`config.mk`:
```
export PLATFORM = sky130hd
export DESIGN_NAME = regfile_writeback_arbiter_flat
export DESIGN_NICKNAME = d
export VERILOG_FILES = /design/src/rtl/regfile_writeback_arbiter_pkg.sv /design/src/rtl/regfile_writeback_arbiter_if.sv /design/src/rtl/regfile_writeback_arbiter_fifo.sv /design/src/rtl/regfile_writeback_arbiter.sv /design/src/flat_wrapper.sv
export SDC_FILE = /design/constraint.sdc
export NUM_CORES = 1
export LEC_CHECK = 0
export CAP_MARGIN = 20
export CORE_MARGIN = 8
export CORE_UTILIZATION = 48
export DETAILED_ROUTE_END_ITERATION = 8
export GPL_ROUTABILITY_DRIVEN = 0
export HOLD_SLACK_MARGIN = 0.06
export PLACE_DENSITY_LB_ADDON = 0.05
export SLEW_MARGIN = 20
export SYNTH_ARGS = -nofsm -noshare
export SYNTH_HDL_FRONTEND = slang
export SYNTH_SLANG_ARGS = --single-unit
```
`constraint.sdc`:
```
create_clock -name clk -period 3.42 [get_ports clk]
set_input_delay 0.342 -clock clk [delete_from_list [all_inputs] [get_ports clk]]
set_output_delay 0.342 -clock clk [all_outputs]
set_load 0.005 [all_outputs]
```
`src/rtl/regfile_writeback_arbiter_pkg.sv`:
```
`default_nettype none
// ============================================================================
// Module   : regfile_writeback_arbiter_pkg
// Purpose  : Shared widths, constants and the writeback entry type.
// Revision : 1.0 - initial release
// ============================================================================
package regfile_writeback_arbiter_pkg;

    localparam int XLEN       = 32;
    localparam int REG_ADDR_W = 5;
    localparam int NUM_REGS   = 2 ** REG_ADDR_W;

    localparam logic [REG_ADDR_W-1:0] REG_X0 = '0;

    typedef struct packed {
        logic [REG_ADDR_W-1:0] rd;
        logic [XLEN-1:0]       data;
    } wb_entry_t;

endpackage
`default_nettype wire

```
`src/rtl/regfile_writeback_arbiter_if.sv`:
```
`default_nettype none
// ============================================================================
// Module   : regfile_writeback_arbiter_if
// Purpose  : Source, scoreboard and register-file write signals of the
//            writeback arbiter. Bypass ports exist only with WB_BYPASS_EN.
// Revision : 1.0 - initial release
// ============================================================================
interface regfile_writeback_arbiter_if
    import regfile_writeback_arbiter_pkg::*;
#(
    parameter int XLEN_P       = XLEN,
    parameter int REG_ADDR_W_P = REG_ADDR_W
);
    logic                       alu_valid;
    logic [REG_ADDR_W_P-1:0]    alu_rd;
    logic [XLEN_P-1:0]          alu_data;
    logic                       lsu_valid;
    logic                       lsu_ready;
    logic [REG_ADDR_W_P-1:0]    lsu_rd;
    logic [XLEN_P-1:0]          lsu_data;
    logic                       issue_valid;
    logic [REG_ADDR_W_P-1:0]    issue_rd;
    logic [2**REG_ADDR_W_P-1:0] pending;
    logic                       we;
    logic [REG_ADDR_W_P-1:0]    rd;
    logic [XLEN_P-1:0]          wd;
`ifdef WB_BYPASS_EN
    logic [REG_ADDR_W_P-1:0]    byp_rs1;
    logic [REG_ADDR_W_P-1:0]    byp_rs2;
    logic                       byp_hit1;
    logic                       byp_hit2;
    logic [XLEN_P-1:0]          byp_data1;
    logic [XLEN_P-1:0]          byp_data2;
`endif

    modport master (
        output alu_valid, alu_rd, alu_data,
        output lsu_valid, lsu_rd, lsu_data,
        output issue_valid, issue_rd,
        input  lsu_ready, pending, we, rd, wd
`ifdef WB_BYPASS_EN
        ,
        output byp_rs1, byp_rs2,
        input  byp_hit1, byp_hit2, byp_data1, byp_data2
`endif
    );

    modport slave (
        input  alu_valid, alu_rd, alu_data,
        input  lsu_valid, lsu_rd, lsu_data,
        input  issue_valid, issue_rd,
        output lsu_ready, pending, we, rd, wd
`ifdef WB_BYPASS_EN
        ,
        input  byp_rs1, byp_rs2,
        output byp_hit1, byp_hit2, byp_data1, byp_data2
`endif
    );

endinterface
`default_nettype wire

```
`src/rtl/regfile_writeback_arbiter_fifo.sv`:
```
`default_nettype none
// ============================================================================
// Module   : wb_result_fifo
// Purpose  : Synchronous FIFO of writeback entries with full/empty/count.
// Revision : 1.0 - initial release
// ============================================================================
module wb_result_fifo
    import regfile_writeback_arbiter_pkg::*;
#(
    parameter int DEPTH = 2
) (
    input  wire                        clk,
    input  wire                        rst,
    input  wire                        push,
    input  wire wb_entry_t             push_data,
    input  wire                        pop,
    output wb_entry_t                  pop_data,
    output logic                       full,
    output logic                       empty,
    output logic [$clog2(DEPTH):0]     count
);
    localparam int PTR_W = $clog2(DEPTH);
    localparam int CNT_W = PTR_W + 1;

    wb_entry_t          r_mem [DEPTH];
    logic [PTR_W-1:0]   r_wr_ptr;
    logic [PTR_W-1:0]   r_rd_ptr;
    logic [CNT_W-1:0]   r_count;
    logic               w_push;
    logic               w_pop;

    // Push is refused when full regardless of a same-cycle pop.
    assign w_push   = push && !full;
    assign w_pop    = pop && !empty;
    assign full     = (r_count == CNT_W'(DEPTH));
    assign empty    = (r_count == '0);
    assign count    = r_count;
    assign pop_data = r_mem[r_rd_ptr];

    always_ff @(posedge clk) begin
        if (w_push) begin
            r_mem[r_wr_ptr] <= push_data;
        end
    end

    always_ff @(posedge clk) begin
        if (rst) begin
            r_wr_ptr <= '0;
            r_rd_ptr <= '0;
            r_count  <= '0;
        end else begin
            if (w_push) begin
                r_wr_ptr <= r_wr_ptr + 1'b1;
            end
            if (w_pop) begin
                r_rd_ptr <= r_rd_ptr + 1'b1;
            end
            case ({w_push, w_pop})
                2'b10:   r_count <= r_count + 1'b1;
                2'b01:   r_count <= r_count - 1'b1;
                default: r_count <= r_count;
            endcase
        end
    end

endmodule
`default_nettype wire

```
`src/rtl/regfile_writeback_arbiter.sv`:
```
`default_nettype none
// ============================================================================
// Module   : regfile_writeback_arbiter
// Purpose  : Merges ALU and buffered load/store results onto the register
//            file write port and tracks pending long-latency writes.
//            Optional same-cycle bypass compare: define WB_BYPASS_EN.
// Revision : 1.0 - initial release
// ============================================================================
module regfile_writeback_arbiter
    import regfile_writeback_arbiter_pkg::*;
#(
    parameter int XLEN_P       = XLEN,
    parameter int REG_ADDR_W_P = REG_ADDR_W,
    parameter int FIFO_DEPTH   = 2
) (
    input  wire                        clk,
    input  wire                        rst,
    regfile_writeback_arbiter_if.slave bus
);
    localparam int NREGS = 2 ** REG_ADDR_W_P;

    logic                       w_fifo_full;
    logic                       w_fifo_empty;
    logic                       w_fifo_push;
    logic                       w_lsu_ready;
    logic                       w_alu_sel;
    logic                       w_pop;
    wb_entry_t                  w_push_entry;
    wb_entry_t                  w_head;
    logic                       r_we;
    logic [REG_ADDR_W_P-1:0]    r_rd;
    logic [XLEN_P-1:0]          r_wd;
    logic [NREGS-1:0]           r_pending;
    logic [NREGS-1:0]           w_pending_nxt;

    assign w_lsu_ready  = !rst && !w_fifo_full;
    // x0 transfers complete the handshake but never occupy an entry.
    assign w_fifo_push  = bus.lsu_valid && w_lsu_ready && (bus.lsu_rd != REG_X0);
    assign w_push_entry = '{rd: bus.lsu_rd, data: bus.lsu_data};

    assign w_alu_sel    = bus.alu_valid && (bus.alu_rd != REG_X0);
    assign w_pop        = !w_alu_sel && !w_fifo_empty;

    wb_result_fifo #(
        .DEPTH      (FIFO_DEPTH)
    ) u_fifo (
        .clk        (clk),
        .rst        (rst),
        .push       (w_fifo_push),
        .push_data  (w_push_entry),
        .pop        (w_pop),
        .pop_data   (w_head),
        .full       (w_fifo_full),
        .empty      (w_fifo_empty),
        .count      ()
    );

    always_ff @(posedge clk) begin
        if (rst) begin
            r_we <= 1'b0;
            r_rd <= '0;
            r_wd <= '0;
        end else begin
            r_we <= w_alu_sel || w_pop;
            if (w_alu_sel) begin
                r_rd <= bus.alu_rd;
                r_wd <= bus.alu_data;
            end else if (w_pop) begin
                r_rd <= w_head.rd;
                r_wd <= w_head.data;
            end
        end
    end

    // Retire clears first so a same-index issue in the same cycle wins.
    always_comb begin
        w_pending_nxt = r_pending;
        if (w_pop) begin
            w_pending_nxt[w_head.rd] = 1'b0;
        end
        if (bus.issue_valid && (bus.issue_rd != REG_X0)) begin
            w_pending_nxt[bus.issue_rd] = 1'b1;
        end
        w_pending_nxt[REG_X0] = 1'b0;
    end

    always_ff @(posedge clk) begin
        if (rst) begin
            r_pending <= '0;
        end else begin
            r_pending <= w_pending_nxt;
        end
    end

    assign bus.lsu_ready = w_lsu_ready;
    assign bus.pending   = r_pending;
    assign bus.we        = r_we;
    assign bus.rd        = r_rd;
    assign bus.wd        = r_wd;

`ifdef WB_BYPASS_EN
    logic w_hit1;
    logic w_hit2;

    assign w_hit1        = r_we && (r_rd == bus.byp_rs1) && (bus.byp_rs1 != REG_X0);
    assign w_hit2        = r_we && (r_rd == bus.byp_rs2) && (bus.byp_rs2 != REG_X0);
    assign bus.byp_hit1  = w_hit1;
    assign bus.byp_hit2  = w_hit2;
    assign bus.byp_data1 = w_hit1 ? r_wd : '0;
    assign bus.byp_data2 = w_hit2 ? r_wd : '0;
`endif

endmodule
`default_nettype wire
```
`src/flat_wrapper.sv`:
```
// flat-port wrapper written by rule: the top's interface ports become plain ports
module regfile_writeback_arbiter_flat import regfile_writeback_arbiter_pkg::*;
#(
    parameter int XLEN_P       = XLEN,
    parameter int REG_ADDR_W_P = REG_ADDR_W,
    parameter int FIFO_DEPTH   = 2
)
  (clk, rst, bus_alu_valid, bus_alu_rd, bus_alu_data, bus_lsu_valid, bus_lsu_rd, bus_lsu_data, bus_issue_valid, bus_issue_rd, bus_lsu_ready, bus_pending, bus_we, bus_rd, bus_wd);
  regfile_writeback_arbiter_if #(.XLEN_P(XLEN_P), .REG_ADDR_W_P(REG_ADDR_W_P)) bus_i ();
  input  wire clk;
  input  wire rst;
  input wire logic [$bits(bus_i.alu_valid)-1:0] bus_alu_valid;
  input wire logic [$bits(bus_i.alu_rd)-1:0] bus_alu_rd;
  input wire logic [$bits(bus_i.alu_data)-1:0] bus_alu_data;
  input wire logic [$bits(bus_i.lsu_valid)-1:0] bus_lsu_valid;
  input wire logic [$bits(bus_i.lsu_rd)-1:0] bus_lsu_rd;
  input wire logic [$bits(bus_i.lsu_data)-1:0] bus_lsu_data;
  input wire logic [$bits(bus_i.issue_valid)-1:0] bus_issue_valid;
  input wire logic [$bits(bus_i.issue_rd)-1:0] bus_issue_rd;
  output wire logic [$bits(bus_i.lsu_ready)-1:0] bus_lsu_ready;
  output wire logic [$bits(bus_i.pending)-1:0] bus_pending;
  output wire logic [$bits(bus_i.we)-1:0] bus_we;
  output wire logic [$bits(bus_i.rd)-1:0] bus_rd;
  output wire logic [$bits(bus_i.wd)-1:0] bus_wd;
  assign bus_i.alu_valid = bus_alu_valid;
  assign bus_i.alu_rd = bus_alu_rd;
  assign bus_i.alu_data = bus_alu_data;
  assign bus_i.lsu_valid = bus_lsu_valid;
  assign bus_i.lsu_rd = bus_lsu_rd;
  assign bus_i.lsu_data = bus_lsu_data;
  assign bus_i.issue_valid = bus_issue_valid;
  assign bus_i.issue_rd = bus_issue_rd;
  assign bus_lsu_ready = bus_i.lsu_ready;
  assign bus_pending = bus_i.pending;
  assign bus_we = bus_i.we;
  assign bus_rd = bus_i.rd;
  assign bus_wd = bus_i.wd;
  regfile_writeback_arbiter #(.XLEN_P(XLEN_P), .REG_ADDR_W_P(REG_ADDR_W_P), .FIFO_DEPTH(FIFO_DEPTH)) u_core (.clk(clk), .rst(rst), .bus(bus_i));
endmodule
```
==> impl_metrics.env, run 1 <==
export IMPL_fin_tns_setup_ns=0
export IMPL_synth_compound_area_share_pct=16.2
export IMPL_skew_ns=0.0117
export IMPL_crit_fanout=52
export IMPL_synth_seq_area_share_pct=63.0
export IMPL_netSwitchingFraction_pct=27.8
export IMPL_cts_hold_buf=0
export IMPL_synth_fa_ha_area_share_pct=0.213
export IMPL_finalCriticalPeriod_ns=2.34
export IMPL_fin_area_um2=8070
export IMPL_hold_depth=4
export IMPL_die_w_um=127
export IMPL_cts_tree="built"
export IMPL_antenna_found_initial=0
export IMPL_hpwl_mm=10.5
export IMPL_coreArea_um2=12000
export IMPL_clock_root_buffer="clkbuf_16"
export IMPL_clockBufferDepth=2
export IMPL_layout_drive_gt1_share_pct=6.00
export IMPL_io_buffers=153
export IMPL_min_period_over_period_pct=68.5
export IMPL_cts_setup_buffers=0
export IMPL_synth_cell_types=37
export IMPL_synth_xor_area_share_pct=0.298
export IMPL_relSlewSlack_pct=37.8
export IMPL_grt_max_degree=75
export IMPL_worst_pin_slew_ns=0.926
export IMPL_ant_nets=0
export IMPL_netlist_instances=526
export IMPL_die_h_um=127
export IMPL_synth_area_per_cell_um2=11.2
export IMPL_p_switching_mw=1.42
export IMPL_outcome="finished, final reports clean"
export IMPL_diodes=0
export IMPL_yosys_warnings=0
export IMPL_finalMaxSlewViolations=0
export IMPL_via_per_inst=5.59
export IMPL_synth_nets=611
export IMPL_arrival_ns=2.68
export IMPL_nFillCells=942
export IMPL_synth_top_area_share_pct=37.8
export IMPL_post_cts_resized=0
export IMPL_core_rowCount=40
export IMPL_rr_endpoint="u_core.bus.pending[22]"
export IMPL_clock_fmax_mhz=427
export IMPL_slowest_delay_ns=0.57
export IMPL_critPathLaunchType="input port"
export IMPL_leakagePower_nw=2.63
export IMPL_cts_sinks=148
export IMPL_crit_slowest_cell="or4_4"
export IMPL_ys_ff_latch=148
export IMPL_fin_nets=756
export IMPL_min_from="rst"
export IMPL_drtIter0Drc=343
export IMPL_wl_per_cell_um=18.6
export IMPL_min_path_type="input port to flop"
export IMPL_grt_pass1_wl_mm=24.8
export IMPL_grt_use_total_pct=19.5
export IMPL_worstSetupPathType="input port to flop"
export IMPL_die_area_um2=16000
export IMPL_wl_mm=15.5
export IMPL_cp_cell_sequence="clkdlybuf4s50_1, or4_4, o21a_4, nor2_1, ha_1, or3_1, a21oi_1"
export IMPL_clk_pin_slew_worst_paths_ns=0.06
export IMPL_hold_violations=0
export IMPL_grt_ovfl_total=0
export IMPL_synth_top_family_by_area="compound AO/OA/AOI/OAI gates"
export IMPL_grt_pass1_vias=4826
export IMPL_synth_simple_area_share_pct=10.7
export IMPL_synth_area_leaders="edfxtp_1 38%, dfxtp_1 25%, nand2_1 7.0%"
export IMPL_endpoint_kind="flop"
export IMPL_postPlaceCellArea_um2=7520
export IMPL_power_frac_seq_pct=41.6
export IMPL_ir_drop_v=0.000406
export IMPL_rsz0062_at_grt="false"
export IMPL_max_cap_violations=0
export IMPL_htreeDepth=4
export IMPL_vias=4636
export IMPL_p_per_area_nw_per_um2=634
export IMPL_cts_buffers=17
export IMPL_whs_endpoint="u_core.u_fifo.r_wr_ptr"
export IMPL_clk_latency_ns=0.42
export IMPL_synth_top_cell_by_area="edfxtp_1"
export IMPL_netlist_area_um2=5880
export IMPL_power_internal_mw=3.69
export IMPL_drc=0
export IMPL_combPwrFrac_pct=24.2
export IMPL_cp_required_ns=3.76
export IMPL_num_io_pins=155
export IMPL_reg2reg_setup_slack_ns=1.21
export IMPL_pwr_share_clk_pct=34.2
export IMPL_start_util_pct=49.1
export IMPL_setup_viol_count_final=0
export IMPL_synthMuxAreaShare_pct=6.68
export IMPL_first_pass_iters=5
export IMPL_synthToLayoutAreaGrowth_pct=37.3
export IMPL_reg2reg_depth=4
-- placed cells by master, fill, tap and decap left out, types with 2 or more instances in the layout --
cell	count
clkbuf_8	2
clkinv_2	2
dfxtp_1	73
edfxtp_1	74
bufinv_16	2
mux2_2	2
mux2i_1	37
nor3_1	6
or3_1	4
o31ai_1	6
clkbuf_1	5
a311oi_1	18
o21ai_0	2
buf_4	6
o211ai_1	37
a21oi_1	74
inv_1	2
nor2_1	16
clkinv_1	4
clkbuf_16	17
nand2b_1	3
nand2_1	109
nor2b_1	2
nand3_1	3
clkdlybuf4s50_1	152
o41ai_1	7
-- power by group through the flow --
stage | registers [mW] | logic (mW) | clock network [mW]
after floorplan | 2.15 | 0.747 | 0
after global placement | 2.15 | 1.23 | 0
after detailed placement | 2.16 | 1.25 | 0
after CTS | 2.13 | 1.26 | 1.77
after global routing | 2.15 | 1.38 | 1.84
final | 2.13 | 1.24 | 1.75
-- sequential cells by signal (all words and copies together), names as in the netlist, named ones only --
name / cells
u_core.u_fifo.r_mem: 74
u_core.u_fifo.r_rd_ptr: 1
u_core.bus.we: 1
u_core.u_fifo.r_wr_ptr: 1
u_core.bus.wd: 32
u_core.bus.rd: 5
u_core.u_fifo.count: 2
u_core.bus.pending: 31
-- cell families (layout without fill, tap and decap cells) --
kind of cell,count (synthesis),count (layout)
muxes,39,39
and+or+nand+nor,151,151
adders and majority gates,1,1
AOI/OAI and AO/OA,147,147
buffers and inverters,37,194
DFF,148,148
xor gates and xnor gates,2,2
other,1,1
-- cell type report --
type	instances	area [um2]	area share [%]
Clock inverter	7	81.3	1.01
Timing Repair Buffer	160	1590	19.7
Tap cell	147	184	2.28
Sequential cell	148	3700	45.9
Inverter	3	11.3	0.140
Clock buffer	24	472	5.84
Multi-Input combinational cell	341	2030	25.1
-- cells in the mapped netlist (all sizes together) --
cell type / instances
nor3: 7
and2: 1
nand3: 3
xor2: 1
and3: 1
dfxtp: 74
mux2: 2
a21oi: 74
o41ai: 7
a311oi: 18
ha: 1
conb: 1
a31o: 1
xnor2: 1
nand4: 1
or3: 4
edfxtp: 74
nor2b: 2
o31ai: 6
nand2b: 3
clkbuf: 23
inv: 3
buf: 11
o21a: 1
nand2: 109
o21ai: 3
or2: 1
nor2: 17
mux2i: 37
o211ai: 37
or4: 1
or3b: 1
-- worst max-delay path by stage --
| stage | from | endpoint | cells past startpoint |
|---|---|---|---|
| floorplan | u_core.u_fifo.count[0] | u_core.u_fifo.r_mem[1][0] | 4 |
| global placement | bus_alu_rd[2] | u_core.u_fifo.count[1] | 7 |
| detailed placement | bus_alu_rd[2] | u_core.u_fifo.count[1] | 7 |
| CTS | bus_alu_rd[4] | u_core.u_fifo.count[1] | 7 |
| global route | bus_alu_rd[2] | u_core.u_fifo.count[1] | 7 |
| finish | bus_alu_rd[2] | u_core.u_fifo.count[1] | 7 |
-- worst max-delay path, delay by kind of cell --
kind	cells	cell delay (ns)
adders and majority gates	1	0.27
AOI/OAI and AO/OA	2	0.54
and+or+nand+nor	3	1.08
buffers and inverters	1	0.42
-- layer usage --
layer,GRT usage [%],wire length (um),vias up
li1,-,-,2242
met1,22.5,6290,2207
met2,33.0,7750,169
met3,6.20,1210,18
met4,7.63,220,0
met5,0,0,-
-- metrics by stage --
stage / hold WS [ns] / worst slack [ns] / total power, mW / util [%] / instances
after global placement: 0.453 / 0.689 / 3.38 / 62.8 / 799
final: 0.333 / 1.08 / 5.11 / 67.5 / 830
after global routing: 0.345 / 0.942 / 5.36 / 67.5 / 830
after detailed placement: 0.464 / 0.653 / 3.42 / 62.8 / 799
after floorplan: 0.441 / 0.567 / 2.90 / - / 526
after CTS: 0.313 / 1.08 / 5.16 / 67.5 / 830
Power figures use the tool's default switching activity.
==> run 2: changes to the inputs <==
- CORE_UTILIZATION: 48 -> 44
- clock period: 3.42 -> 2 ns (I/O delays scaled with it)
==> run 2 against run 1 <==
Compared with the run above: power up 80%; critical path depth is the same; critical endpoint unchanged; largest cell class unchanged; sequential share of layout area fell by 1.8 points; setup slack got worse by 1.0 ns; core utilization is 3.5 points lower; register-to-register slack worse by 1.1 ns; cell count up 6.6%; global-route usage is 1.7 points lower.
==> impl_metrics.env, run 2 (same netlist as run 1, synthesis figures left out) <==
export IMPL_outcome="finished, final reports clean"
export IMPL_clk_latency_ns=0.41
export IMPL_pre_cts_ws_ns=-0.363
export IMPL_grt_pass1_wl_mm=24.9
export IMPL_ff_latch_area_um2=3710
export IMPL_hpwl_mm=11.0
export IMPL_min_path_type="input port to flop"
export IMPL_start_util_pct=44.7
export IMPL_die_area_um2=17300
export IMPL_leakagePower_nw=2.80
export IMPL_fin_tns_setup_ns=0
export IMPL_rsz0062_at_grt="false"
export IMPL_finalMaxSlewViolations=0
export IMPL_io_buffers=153
export IMPL_p_per_area_nw_per_um2=1100
export IMPL_grt_use_total_pct=17.8
export IMPL_drtIter0Drc=377
export IMPL_endpoint_kind="flop"
export IMPL_nFillCells=1093
export IMPL_ant_nets=0
export IMPL_critPathLaunchType="input port"
export IMPL_clk_pin_slew_worst_paths_ns=0.06
export IMPL_grt_ovfl_total=0
export IMPL_worst_pin_slew_ns=0.812
export IMPL_clockBufferDepth=2
export IMPL_die_w_um=132
export IMPL_p_switching_mw=2.50
export IMPL_core_rowCount=42
export IMPL_cts_setup_buffers=0
export IMPL_combPwrFrac_pct=24.3
export IMPL_reg2reg_depth=5
export IMPL_largest_reg_flops=74
export IMPL_final_common_cell="clkdlybuf4s50_1"
export IMPL_wl_per_cell_um=17.3
export IMPL_wl_mm=15.3
export IMPL_power_frac_seq_pct=39.5
export IMPL_coreArea_um2=13100
export IMPL_fin_nets=781
export IMPL_clock_fmax_mhz=516
export IMPL_synthToLayoutAreaGrowth_pct=43.0
export IMPL_finalPower_mw=9.21
export IMPL_netSwitchingFraction_pct=27.2
export IMPL_arrival_ns=2.28
export IMPL_relSlewSlack_pct=45.9
export IMPL_drc=0
export IMPL_hold_depth=5
export IMPL_antenna_found_initial=0
export IMPL_layout_drive_gt1_share_pct=10.3
export IMPL_crit_fanout=3
export IMPL_setup_viol_count_final=0
export IMPL_cp_required_ns=2.34
export IMPL_hold_violations=0
export IMPL_first_pass_iters=4
export IMPL_skew_ns=0.00441
export IMPL_cts_sinks=148
export IMPL_regMostFlops="u_core.u_fifo.r_mem"
export IMPL_cts_hold_buf=0
export IMPL_cts_tree="built"
export IMPL_fin_ws_ns=0.0603
export IMPL_ir_drop_v=0.000735
export IMPL_vias=4708
export IMPL_cts_buffers=17
export IMPL_grt_pass1_vias=4834
export IMPL_worstSetupPathType="input port to flop"
export IMPL_clock_root_buffer="clkbuf_16"
export IMPL_die_h_um=132
export IMPL_grt_max_degree=75
export IMPL_num_io_pins=155
export IMPL_layout_common_cells="152 x clkdlybuf4s50_1, 109 x nand2_1, 74 x edfxtp_1"
export IMPL_multi_input_area_um2=2030
export IMPL_htreeDepth=4
export IMPL_max_cap_violations=0
export IMPL_min_period_over_period_pct=97.0
export IMPL_via_per_inst=5.32
export IMPL_pwr_share_clk_pct=36.2
export IMPL_power_internal_mw=6.71
export IMPL_finalCriticalPeriod_ns=1.94
run 2: cell types whose count changed in the layout (fill, tap and decap cells not counted), moves of 2 or more:
| cell | before | now |
|---|---|---|
| bufinv_16 | 2 | 5 |
| clkinv_2 | 2 | 4 |
| buf_4 | 6 | 28 |
| clkbuf_8 | 2 | 0 |
| clkbuf_1 | 5 | 1 |
| buf_12 | 1 | 4 |
run 2: power groups by stage:
stage / clock network [mW] / logic (mW) / registers (mW)
detailed placement: 0 / 2.25 / 3.70
CTS: 3.37 / 2.26 / 3.64
global route: 3.49 / 2.46 / 3.68
floorplan: 0 / 1.29 / 3.68
global placement: 0 / 2.21 / 3.69
finish: 3.33 / 2.23 / 3.64
run 2: stage by stage:
stage	hold slack (ns)	util, %	instance area [um2]	instances
floorplan	0.299	-	5900	526
global placement	0.461	59.2	7780	853
detailed placement	0.465	59.2	7780	853
CTS	0.294	63.9	8400	884
global route	0.324	64.0	8400	884
finish	0.301	64.0	8410	885
run 2: worst paths after layout:
kind / startpoint / endpoint / slack (ns)
hold / removal: rst / u_core.u_fifo.r_wr_ptr / 0.30
setup reg to reg: flop / u_core.bus.pending[7] / 0.15
setup / recovery: bus_alu_rd[1] / u_core.u_fifo.count[1] / 0.06
hold reg to reg: u_core.bus.pending[31] / u_core.bus.pending[31] / 0.47
run 2: worst max-delay path, cell delays in order:
cell,delay [ns]
clkdlybuf4s50_1,0.43
or4_4,0.57
o21a_4,0.25
nor2_2,0.08
ha_1,0.26
or3_1,0.36
a21oi_1,0.12
run 2: final cells by class:
class	instances	share of cell area, %
Multi-Input combinational cell	341	24.2
Inverter	3	0.134
Antenna cell	1	0.0298
Clock buffer	18	5.10
Clock inverter	13	2.25
Tap cell	176	2.62
Timing Repair Buffer	185	21.6
Sequential cell	148	44.1
run 2: what timing repair did:
action                                  4_1_cts  5_1_grt
endpoints found under the setup margin        0        2
endpoints found under the hold margin         0        0
resized for setup                             0        2
run 2: metal layers:
| layer | track usage (%) | vias to the layer above | share of wire, % |
|---|---|---|---|
| li1 | - | 2300 | - |
| met2 | 30.0 | 152 | 48 |
| met3 | 5.83 | 18 | 6.6 |
| met4 | 6.51 | 0 | 1.5 |
| met1 | 20.6 | 2238 | 43 |
| met5 | 0 | - | 0 |
==> run 3: changes to the inputs <==
- CTS_CLUSTER_DIAMETER: not set -> 200
==> results of run 3 <==
No change in the layout: final DEF, timing and power equal those of run 2.
